**src/rtl/axi_mem_dp_port_arbiter.sv**
```systemverilog
`default_nettype none
// ============================================================================
// Module      : axi_mem_dp_port_arbiter
// Description : Round-robin arbiter with bounded burst hold that shares one
//               single-port SRAM between the AXI write and read controllers.
// Revision    : 1.0 - initial release
// ============================================================================
module axi_mem_dp_port_arbiter #(
    parameter int AXI4_DATA_WIDTH = 64,
    parameter int MEM_ADDR_WIDTH  = 13,
    parameter int AXI_NUMBYTES    = AXI4_DATA_WIDTH / 8,
    parameter int MAX_HOLD        = 4
) (
    input  logic                       clk,
    input  logic                       rst,
    input  logic                       wr_valid_i,
    output logic                       wr_grant_o,
    input  logic                       wr_wen_i,
    input  logic [MEM_ADDR_WIDTH-1:0]  wr_a_i,
    input  logic [AXI4_DATA_WIDTH-1:0] wr_d_i,
    input  logic [AXI_NUMBYTES-1:0]    wr_be_i,
    input  logic                       rd_valid_i,
    output logic                       rd_grant_o,
    input  logic                       rd_wen_i,
    input  logic [MEM_ADDR_WIDTH-1:0]  rd_a_i,
    output logic [AXI4_DATA_WIDTH-1:0] rd_q_o,
    output logic                       rd_qvalid_o,
    output logic                       mem_cen_o,
    output logic                       mem_wen_o,
    output logic [MEM_ADDR_WIDTH-1:0]  mem_a_o,
    output logic [AXI4_DATA_WIDTH-1:0] mem_d_o,
    output logic [AXI_NUMBYTES-1:0]    mem_be_o,
    input  logic [AXI4_DATA_WIDTH-1:0] mem_q_i
);

    localparam int                  c_HOLD_W   = $clog2(MAX_HOLD + 1);
    localparam logic [c_HOLD_W-1:0] c_HOLD_MAX = c_HOLD_W'(MAX_HOLD);
    localparam logic                c_OWN_WR   = 1'b0;
    localparam logic                c_OWN_RD   = 1'b1;

    logic                r_owner;
    logic [c_HOLD_W-1:0] r_hold;
    logic                r_qvalid;
    logic                w_wr_gnt;
    logic                w_rd_gnt;
    logic                w_keep_owner;

    assign w_keep_owner = (r_hold < c_HOLD_MAX);

    // Under contention the owner keeps the port until its hold budget is spent.
    always_comb begin
        w_wr_gnt = 1'b0;
        w_rd_gnt = 1'b0;
        if (!rst) begin
            if (wr_valid_i && rd_valid_i) begin
                if ((r_owner == c_OWN_RD) == w_keep_owner) begin
                    w_rd_gnt = 1'b1;
                end else begin
                    w_wr_gnt = 1'b1;
                end
            end else begin
                w_wr_gnt = wr_valid_i;
                w_rd_gnt = rd_valid_i;
            end
        end
    end

    always_ff @(posedge clk) begin
        if (rst) begin
            r_owner  <= c_OWN_RD;
            r_hold   <= '0;
            r_qvalid <= 1'b0;
        end else begin
            r_qvalid <= w_rd_gnt & rd_wen_i;
            if (w_wr_gnt || w_rd_gnt) begin
                // w_rd_gnt doubles as the winning side's owner encoding
                if (w_rd_gnt != r_owner) begin
                    r_owner <= w_rd_gnt ? c_OWN_RD : c_OWN_WR;
                    r_hold  <= c_HOLD_W'(1);
                end else if (r_hold != c_HOLD_MAX) begin
                    r_hold <= r_hold + 1'b1;
                end
            end
        end
    end

    always_comb begin
        mem_cen_o = 1'b1;
        mem_wen_o = 1'b1;
        mem_a_o   = '0;
        mem_d_o   = '0;
        mem_be_o  = '0;
        if (w_wr_gnt) begin
            mem_cen_o = 1'b0;
            mem_wen_o = wr_wen_i;
            mem_a_o   = wr_a_i;
            mem_d_o   = wr_d_i;
            mem_be_o  = wr_be_i;
        end else if (w_rd_gnt) begin
            mem_cen_o = 1'b0;
            mem_wen_o = rd_wen_i;
            mem_a_o   = rd_a_i;
            mem_be_o  = '1;
        end
    end

    assign wr_grant_o  = w_wr_gnt;
    assign rd_grant_o  = w_rd_gnt;
    assign rd_qvalid_o = r_qvalid;
    assign rd_q_o      = mem_q_i;

endmodule
`default_nettype wire
```
**config.mk**
```make
export PLATFORM = sky130hd
export DESIGN_NAME = axi_mem_dp_port_arbiter
export DESIGN_NICKNAME = d
export VERILOG_FILES = /design/src/rtl/axi_mem_dp_port_arbiter.sv
export SDC_FILE = /design/constraint.sdc
export NUM_CORES = 1
export LEC_CHECK = 0
export ABC_CLOCK_PERIOD_IN_PS = 3500
export BUFFER_PORTS_ARGS = -buffer_cell sky130_fd_sc_hd__buf_2
export CORE_AREA = 10 10 116 118
export DETAILED_ROUTE_END_ITERATION = 8
export DIE_AREA = 0 0 126 128
export SLEW_MARGIN = 20
export SYNTH_ARGS = -nofsm -noshare
export SYNTH_HDL_FRONTEND = slang
export SYNTH_SLANG_ARGS = --single-unit
```
**constraint.sdc**
```tcl
create_clock -name clk -period 3.5 [get_ports clk]
set_input_delay 0.7 -clock clk [delete_from_list [all_inputs] [get_ports clk]]
set_output_delay 0.7 -clock clk [all_outputs]
set_load 0.01 [all_outputs]
```
Yosys cells after proc, flatten, opt, wreduce, memory -nomap -nowiden
Cells that the tools add are included.
- bits in registers: 5
- word-level logic and storage cells: 32
- bits of input ports: 168
- output and inout port bits: 154
- add/subtract/negate cells: 1
- reduce and logical (&&, ||, !) cells: 5
- bitwise logic cells: 1
- magnitude comparators: 1
- eq/ne operators: 3
- mux-type cells: 18
- operator list (kind ; count):
    $mux 64 ; 1
    $mux 13 ; 2
    $mux 8 ; 2
    $mux 1 ; 11
    $mux 3 ; 2
    $reduce_and 2->1 ; 2
    $add 3x1->3 const B ; 1
    $lt 3x3->1 const B ; 1
    $ne 3x3->1 const B ; 1
    $reduce_bool 2->1 ; 1
    $and 1x1->1 ; 1
    $eq 1x1->1 ; 1
    $logic_and 1x1->1 ; 1
    $logic_or 1x1->1 ; 1
    $ne 1x1->1 ; 1

Longest topological paths before layout
Gate-level depths: netlist of the first run.
- depth in word-level cells: 8
- gate-level depth with buffers: 7
- depth with buffers taken out: 5

Least setup slack after synthesis of the first run
OpenSTA, ideal clock, no wires.
- kind: in2out
- from: input rst
- to: output mem_a_o[10]
- data arrival time: 1716 ps
- buffers on the path: 2
- stages: 5
- required time: 2800 ps
- path slack: 1084 ps
- cells stage by stage: clkbuf_2 nand2b_1 a21oi_1 buf_2 a22o_1
- word-level cells in the longest chain between the ends: 3
- elaborated cells between the ends (all ways): 4
- classes of those cells: mux (4)
- RTL lines (item ; RTL line ; RTL):
    start: declaration ; 15 ; input logic rst,
    $mux 1 ; 54 ; if (!rst) begin
    $mux 13 ; 99 ; end else if (w_rd_gnt) begin
    $mux 13 (*) ; 93 ; if (w_wr_gnt) begin
    end: declaration ; 30 ; output logic [MEM_ADDR_WIDTH-1:0] mem_a_o,
Every way passes the cells marked *; elsewhere a longest branch is shown, timed or not.

Worst setup path after layout of the first run
- from: input rd_valid_i
- to: output mem_be_o[3]
- word-level cells in the longest chain between the ends: 5
- elaborated cells between the ends (all ways): 7
- classes of those cells: mux (6); reduce/logical (1)
- RTL lines (item ; RTL line ; RTL):
    start: declaration ; 22 ; input logic rd_valid_i,
    $logic_and 1x1->1 ; 55 ; if (wr_valid_i && rd_valid_i) begin
    $mux 1 ; 55 ;
    $mux 1 ; 54 ;
    $mux 8 ; 99 ;
    $mux 8 (*) ; 93 ;
    end: declaration ; 32 ; output logic [AXI_NUMBYTES-1:0] mem_be_o,
Marked as above.

==> run metrics, run 1 <==
1st-iter DRT viols between 60 and 70; Routed Antenna Nets 0; number of global-route vias before repair roughly 1700; # IOs 322; H-tree depth 1; area of the multi-input gates 804.5 µm²; I/O Buffers ~190; Final setup viols 0; number of antenna diodes 0; Top FF cell, synth dfxtp_1; first-pass GRT wire length about 12 mm; Worst-path clk slew around 0.030 ns; Post-synth EDFFs 0; CP endpoint kind primary output; clk sink count 5; share of post-route cells with drive strength above 1 62.85%; Fin. Hold Viols 0; CORE AREA ~11000 µm²; GRT overflow 0; area delta synth->final 47.19%; most frequent cell on the critical path buf_2; Clock Tree Buf Depth 2; Required @ worst endpoint around 2.8 ns; Worst Tran Pin Value 0.5038 ns; Die ar. ~16000 µm²; sequential area share after synthesis 6.803%; Avg Inst Size Synth between 7 and 8 µm²; Period minus WS final 2.653 ns; kind of critical path in2out; clock tree root buffer cell clkbuf_16; Setup Skew approximately 0.00082 ns; # DRC 0; largest net degree at the start of global routing 50; CTS tree built; CP max stage cell buf_4; Min Hold Slack just under 0.5 ns; Max-Cap Viols 0; Final nets slightly below 500; worst skew pair latency approximately 0.23 ns; post-CTS setup buffers 0; fill cell count approximately 1300; worst endpoint data arrival time approximately 2.0 ns; initial antenna violation count 2; Post-Synthesis Cell Area ~1500 µm²; Total Routing Usage GR about 9.0%; final design utilization about a fifth; top-area cell type share of the netlist area between 30% and 40%; PostCTS Resize Cnt 0; Leak around 1.4 nW; YS warnings 0; most frequent cells after synthesis 65 x and2_1, 65 x buf_4, 13 x a22o_1; die height between 100 and 150 µm; Cell Chain, Critical Path buf_2, nor2b_1, nor3b_4, buf_4, a21o_1, buf_2; PwrDens between 200 and 250 nW/µm²; Reg area about 100 µm²; Min-Delay Path Class reg2reg; DP HPWL approximately 7.3 mm; Area contributors post-synth buf_4 33%, and2_1 28%, a22o_1 7.7%; die width roughly 130 µm; Max FO, Critical Path 49; Yosys top cell by area buf_4; Synth Register Bits 5; std cell rows 39; initial core utilization approximately an eighth; drt via density around 3.7; Critical Path Max Stage Delay about 0.38 ns; Yosys cell types 29; syn_nets around 370; Post-Route WL 8.330 mm; Cells after Synth ~200; DR vias 1743; unrepaired setup endpoints after global routing false; WL per Instance roughly 18 µm; WP buf/inv 3; GP Congestion approximately 0.73; total CTS buffers 3; Sum Neg Setup Slack 0 ns; Slew Limit Fails 0; Initial DRT Pass Iterations 4; Worst setup SP type input pin; Hold-fix buffers, CTS 0; status finished clean; Period Utilization, post-route between 70% and 80%; family with the most delay on the worst path buffers and inverters; FFs w/ async S/R, synth 0%; Peak supply drop 0.0001185 V; Fmax between 300 and 400 MHz; Relative slew margins about 66%
==> kinds of logic after synthesis <==
kind of cell               after synthesis  share of synthesized area [%]
xor gates and xnor gates                 1                          1.106
and+or+nand+nor                         78                          34.27
AOI/OAI and AO/OA                       32                          16.67
muxes                                    1                         0.6803
DFF                                      5                          6.803
buffers and inverters                   82                          38.78
adders and majority gates                2                          1.700
==> flip-flops by register name (all words and copies together) (netlist names) <==
register,count
r_hold,3
r_owner,1
rd_qvalid_o,1
==> placed cells by master, fill, tap and decap left out, drive strengths merged <==
cell,synthesis,routed
ha,2,2
dfxtp,5,5
a22o,13,13
mux2i,1,1
buf,74,196
a31oi,3,3
nor2b,1,1
nand2,2,2
nand4b,1,1
clkbuf,4,4
nand3,1,1
nand2b,3,3
nor4b,1,1
nor3b,1,1
or2,1,1
o31ai,1,1
xnor2,1,1
a22oi,1,1
o21bai,2,2
a21o,8,8
and2,65,65
a211oi,1,1
nand3b,1,1
inv,4,4
a21oi,3,3
and4b,1,1
==> report_power, final <==
group          switching, mW  internal [mW]
logic                 0.0976          0.104
clock network         0.0385          0.151
registers            0.00325         0.0603
==> per-layer routing <==
layer	global-route usage, %	share of wire (%)	vias up
met2	14.47	46	146
li1	-	-	828
met3	5.211	16	50
met4	5.157	4.5	0
met5	0	0	-
met1	9.058	33	719
==> metrics by stage <==
stage               setup slack (ns)  cell area, µm²  total power [mW]  cells
detailed placement            0.8529            2087            0.2691    462
finish                        0.8466            2166            0.4553    466
global route                  0.7186            2166            0.4881    466
floorplan                      1.084            1471            0.2315    201
global placement              0.8625            2087            0.2705    462
CTS                           0.8459            2166            0.4660    466
==> area by class of cell <==
class | count | area share (%)
Tap cell | 143 | 8.261
Inverter | 4 | 0.6932
Sequential cell | 5 | 4.622
Timing Repair Buffer | 196 | 45.64
Clock buffer | 4 | 3.640
Multi-Input combinational cell | 114 | 37.15
==> final timing paths <==
kind         depth (start not counted)  slack [ns]           to       start
max reg2reg                          4        2.10    r_hold[2]   r_hold[2]
min                                  1        0.49    r_hold[0]   r_hold[0]
max                                  6        0.85  mem_be_o[3]  rd_valid_i
min reg2reg                          1        0.49    r_hold[0]   r_hold[0]
Power figures use the tool's default switching activity.
==> inputs of run 2 (changes only) <==
- ABC_CLOCK_PERIOD_IN_PS: 3500 -> 2700
- CORE_AREA: 10 10 116 118 -> 10 10 117 119
- DIE_AREA: 0 0 126 128 -> 0 0 127 129
- clock period: 3.5 -> 2.7 ns (I/O delays scaled with it)
==> run 2 against run 1 <==
Effect of this change: sequential share of layout area barely moved; hold slack got worse by 0.0048 ns; sequential power is 29% higher; first-iteration DRC count decreased by 35%; non-clock buffer count is the same.
==> run metrics, run 2 (same netlist as run 1, synthesis figures left out) <==
PostCTS Resize Cnt 0 (unchanged); Final setup viols 0 (unchanged); Initial DRT Pass Iterations 3 (was 4); Placed Area 2087 µm² (unchanged); DP HPWL 7.501 mm (was 7.304 mm); Fmax just over 400 MHz; Leak 1.377 nW (was 1.374 nW); WP buf/inv 2 (was 3); Period minus WS final about 2.4 ns; kind of critical path reg2out (was in2out); CP endpoint kind primary output (unchanged); I/O Buffers 193 (unchanged); Cell Chain, Critical Path xnor2_2, nor2b_1, nor3b_4, buf_4, a22o_1, buf_2 (was buf_2, nor2b_1, nor3b_4, buf_4, a21o_1, buf_2); Comb power frac 44.5% (was 44.4%); first-pass GRT wire length 11.83 mm (was 11.56 mm); clock group share of total power 41.4% (was 41.7%); Design Power 0.5852 mW (was 0.4553 mW); worst skew pair latency 0.23 ns (about the same); die height 129 µm (was 128 µm); Slew Limit Fails 0 (unchanged); Required @ worst endpoint 2.16 ns (was 2.80 ns); largest net degree at the start of global routing 48 (was 50); Worst-path clk slew 0.04 ns (was 0.03 ns); Critical Path Max Stage Delay 0.49 ns (was 0.38 ns); most frequent cells in the layout 193 x buf_2, 65 x and2_1, 13 x a22o_1 (unchanged); CP max stage cell dfxtp_1 (was buf_4); area delta synth->final 47.28% (was 47.19%); final instance area 2167 µm² (was 2166 µm²); # IOs 322 (unchanged); Internal Power 0.4071 mW (was 0.3159 mW); Total Routing Usage GR 9.174% (was 9.031%); number of global-route vias before repair 1764 (was 1747); max reg flops 3 (unchanged); Clock Tree Buf Depth 2 (unchanged); area of the multi-input gates 804.5 µm² (unchanged); worst endpoint data arrival time 1.89 ns (was 1.95 ns); Worst setup SP type flip-flop (was input pin); drt via density 3.700 (was 3.740); number of antenna diodes 0 (unchanged); most common cell after layout, fill and taps aside buf_2 (unchanged); Fin. Hold Viols 0 (unchanged); Peak supply drop 0.0001298 V (was 0.0001185 V); std cell rows 39 (unchanged); 1st-iter DRT viols 45 (was 69); post-CTS setup buffers 0 (unchanged); die width 127 µm (was 126 µm); Post-Route WL 8.469 mm (was 8.330 mm); Sequential Power Share 14.1% (was 14.0%); FF-to-FF setup slack 1.33 ns (was 2.10 ns); initial antenna violation count 0 (was 2); share of post-route cells with drive strength above 1 63.16% (was 62.85%); family with the most delay on the worst path buffers and inverters (unchanged); fill cell count 1300 (was 1269); Sum Neg Setup Slack 0 ns (unchanged); clock tree root buffer cell clkbuf_16 (unchanged); DR vias 1724 (was 1743); Relative slew margins 68.76% (was 66.21%); WL per Instance 18.17 µm (was 17.88 µm); clk sink count 5 (unchanged); Setup Skew 0.003190 ns (was 0.0008236 ns); FF-to-FF Start r_owner (was r_hold[2]); number of cells on the critical path 6 (unchanged); Max-Cap Viols 0 (unchanged); CORE AREA 11320 µm² (was 11220 µm²); Hold-fix buffers, CTS 0 (unchanged); Final nets 494 (unchanged); Routed Antenna Nets 0 (unchanged); Die ar. 16380 µm² (was 16130 µm²); PwrDens 270.0 nW/µm² (was 210.2 nW/µm²); status finished clean (unchanged); reg2reg end r_hold[2] (unchanged); initial core utilization 13.00% (was 13.11%); Top reg by flops r_hold (unchanged); Crit. Startpoint r_hold[2] (was rd_valid_i); GP Congestion 0.7042 (was 0.7321); CTS tree built (unchanged); Min-Delay Path Class reg2reg (unchanged); net switching power of the design 0.1781 mW (was 0.1394 mW); Period Utilization, post-route between 80% and 90%; unrepaired setup endpoints after global routing false (unchanged); GRT overflow 0 (unchanged); Worst Tran Pin Value 0.4657 ns (was 0.5038 ns); H-tree depth 1 (unchanged); Worst Reg-to-Reg Cells 4 (unchanged); switching part of the total 30.43% (was 30.62%); Max FO, Critical Path 47 (was 49); # DRC 0 (unchanged); total CTS buffers 3 (unchanged); Critical Path Sink mem_a_o[9] (was mem_be_o[3]); Reg area 100.1 µm² (unchanged)
run 2: changes by cell type in the layout (fill, tap and decap cells not counted):
cell | before | now
clkinv_2 | 0 | 1
clkbuf_1 | 1 | 0
run 2: area by class of cell:
| type | instances | area share, % |
|---|---|---|
| clock buffer | 3 | 3.464 |
| clock inverter | 1 | 0.2309 |
| tap | 143 | 8.256 |
| inverter | 4 | 0.6928 |
| sequential | 5 | 4.619 |
| timing repair buffer | 196 | 45.61 |
| multi-input combinational | 114 | 37.12 |
run 2: through the flow:
stage          setup WS (ns)  util, %  std cells  hold slack (ns)
6_report              0.2706    19.14        466           0.4811
5_1_grt               0.1062    19.14        466           0.5424
3_5_place_dp          0.4286    18.44        462           0.4841
4_1_cts               0.2597    19.14        466           0.4850
2_1_floorplan         0.6042        -        201           0.4559
3_3_place_gp          0.4305    18.44        462           0.4798
run 2: worst min-delay path by stage:
stage	startpoint	cells past startpoint	slack, ns	to
detailed placement	r_hold[0]	1	0.48	r_hold[0]
finish	r_hold[0]	1	0.48	r_hold[0]
global placement	r_hold[0]	1	0.48	r_hold[0]
CTS	r_hold[0]	1	0.49	r_hold[0]
floorplan	r_hold[0]	1	0.46	r_hold[0]
global route	r_hold[0]	1	0.54	r_hold[0]
run 2: per-layer routing:
layer	track usage (%)	part of all wire [%]	routed length, µm
met5	0	0	0
met2	14.40	45	3821
met4	5.492	4.3	361
met1	9.522	36	3074
met3	5.051	14	1212
run 2: power groups by stage:
stage	sequential, mW	clock, mW	combinational [mW]
final	0.0823	0.243	0.260
after global routing	0.0830	0.255	0.290
after CTS	0.0825	0.247	0.267
after detailed placement	0.0833	0	0.265
after global placement	0.0835	0	0.266
after floorplan	0.0812	0	0.219
==> inputs of run 3 (changes only) <==
- CELL_PAD_IN_SITES_DETAIL_PLACEMENT: default -> 1
- CELL_PAD_IN_SITES_GLOBAL_PLACEMENT: default -> 2
- CORE_AREA: 10 10 117 119 -> default
- CORE_MARGIN: default -> 10
- CORE_UTILIZATION: default -> 10
- DIE_AREA: 0 0 127 129 -> default
- GPL_TIMING_DRIVEN: default -> 0
- PLACE_DENSITY_LB_ADDON: default -> 0.1
==> run 3 against run 2 <==
Effect of this change: count of clock-buffer cells in the layout stayed put; global-route usage is 0.52 points higher; fmax is 3.1% lower; combinational power is 62% higher; routed wire length is 30% higher; die area is 22% higher; via count is 34% higher; flip-flop and latch count stayed put; sequential share of layout area is 1.4 points lower; hold slack better by 0.0032 ns; register-to-register slack worse by 0.06 ns; first-iteration DRC count is 16% lower; critical endpoint is now mem_d_o[29]; largest cell class unchanged; highest routed layer unchanged.
==> run metrics, run 3 (same netlist as run 1, synthesis figures left out) <==
Required @ worst endpoint 2.16 ns (about the same); Relative slew margins 66.26% (was 68.76%); Design Power 0.7465 mW (was 0.5852 mW); CP max stage cell dfxtp_1 (unchanged); Leak 1.985 nW (was 1.377 nW); Die ar. 19970 µm² (was 16380 µm²); Max FO, Critical Path 10 (was 47); Fmax 398.9 MHz (was 411.6 MHz); area delta synth->final 109.4% (was 47.28%); # DRC 0 (unchanged); Worst-path clk slew 0.04 ns (about the same); Critical Path Max Stage Delay 0.28 ns (was 0.49 ns); CP endpoint kind primary output (unchanged); Clock Tree Buf Depth 2 (unchanged); total CTS buffers 3 (unchanged); Hold-fix buffers, CTS 0 (unchanged); drt via density 3.558 (was 3.700); number of cells on the critical path 9 (was 6); Worst Tran Pin Value 0.5031 ns (was 0.4657 ns); Setup Skew 0.004048 ns (was 0.003190 ns); most frequent cells in the layout 264 x buf_2, 67 x buf_4, 65 x and2_1 (was 193 x buf_2, 65 x and2_1, 13 x a22o_1); Peak supply drop 0.00009703 V (was 0.0001298 V); # IOs 322 (unchanged); number of antenna diodes 0 (unchanged); Cell Chain, Critical Path buf_2, xnor2_2, nor2b_1, nor3b_4, buf_4, buf_6, buf_2, and2_1, buf_2 (was xnor2_2, nor2b_1, nor3b_4, buf_4, a22o_1, buf_2); CORE AREA 14480 µm² (was 11320 µm²); die width 141.3 µm (was 127 µm); Period Utilization, post-route 92.86% (was 89.98%); CTS tree built (unchanged); Max-Cap Viols 0 (unchanged); share of post-route cells with drive strength above 1 73.65% (was 63.16%); initial antenna violation count 0 (unchanged); worst endpoint data arrival time 1.97 ns (was 1.89 ns); most frequent cell on the critical path buf_2; H-tree depth 1 (unchanged); initial core utilization 10.16% (was 13.00%); Worst Reg-to-Reg Cells 5 (was 4); GP Congestion 0.6760 (was 0.7042); GRT overflow 0 (unchanged); Routed Antenna Nets 0 (unchanged); Final nets 634 (was 494); DR vias 2302 (was 1724); WL per Instance 16.98 µm (was 18.17 µm); clock tree root buffer cell clkbuf_16 (unchanged); largest net degree at the start of global routing 11 (was 48); Total Routing Usage GR 9.695% (was 9.174%); clk sink count 5 (unchanged); Post-Route WL 10.99 mm (was 8.469 mm); kind of critical path reg2out (unchanged); std cell rows 44 (was 39); most common cell after layout, fill and taps aside buf_2 (unchanged); 1st-iter DRT viols 38 (was 45); Final setup viols 0 (unchanged); Min-Delay Path Class reg2reg (unchanged); status finished clean (unchanged); Hold Crit Depth 1 (unchanged); max reg flops 3 (unchanged); die height 141.3 µm (was 129 µm); Initial DRT Pass Iterations 4 (was 3); Slew Limit Fails 0 (unchanged); PwrDens 242.2 nW/µm² (was 270.0 nW/µm²); I/O Buffers 256 (was 193); Top reg by flops r_hold (unchanged); family with the most delay on the worst path buffers and inverters (unchanged); Fin. Hold Viols 0 (unchanged); Period minus WS final 2.507 ns (was 2.429 ns); Worst setup SP type flip-flop (unchanged); DP HPWL 10.29 mm (was 7.501 mm); first-pass GRT wire length 15.25 mm (was 11.83 mm); WP buf/inv 5 (was 2); Sum Neg Setup Slack 0 ns (unchanged); unrepaired setup endpoints after global routing false (unchanged); number of global-route vias before repair 2529 (was 1764); worst skew pair latency 0.23 ns (about the same)
## run 3: cell count changes in the layout (fill, tap and decap cells not counted), sizes merged
cell,change
clkbuf,+4
buf,+136
## run 3: report_power, final
part	internal, mW	switching [mW]
clock	0.194	0.0516
sequential	0.0781	0.00199
combinational	0.231	0.190
## run 3: path summary, 6_finish.rpt
path	slack, ns	to	from
hold reg to reg	0.48	r_hold[0]	r_hold[0]
hold / removal	0.48	r_hold[0]	r_hold[0]
setup reg to reg	1.27	rd_qvalid_o	r_hold[2]
setup / recovery	0.19	mem_d_o[29]	r_hold[2]
## run 3: per-stage QoR
stage               std cells  util, %  hold WS (ns)  worst slack [ns]  cell area [µm²]
detailed placement        641    20.60        0.4802           0.08431             2983
global placement          641    20.60        0.4718           0.07499             2983
floorplan                 201        -        0.4559            0.6042             1471
CTS                       645    21.15        0.4893           0.06060             3063
finish                    647    21.28        0.4843            0.1928             3082
global route              647    21.28        0.5299           0.01287             3082
## run 3: area by class of cell
cell class              instances  area, µm²
well taps                     184      230.2
inverters                       4      15.01
clock buffers                   3      75.07
repair buffers                258       1296
clock inverters                 1      5.005
multi-input cells             114      804.5
fillers                      1866      11400
plain buffers                  78      555.5
flip-flops and latches          5      100.1
## run 3: what timing repair did
action / 4_1_cts / 5_1_grt
endpoints found under the setup margin: 0 / 53
hold endpoints to repair: 0 / 0
gates resized for setup: 0 / 1
buffers inserted: 0 / 2
## run 3: layer usage
metal  global-route usage [%]  vias to the layer above  routed length, µm
li1                         -                     1106                  -
met1                    8.247                      995               3351
met2                    18.44                      195               5740
met3                    6.041                        6               1760
met4                    2.283                        0                136
met5                        0                        -                  0
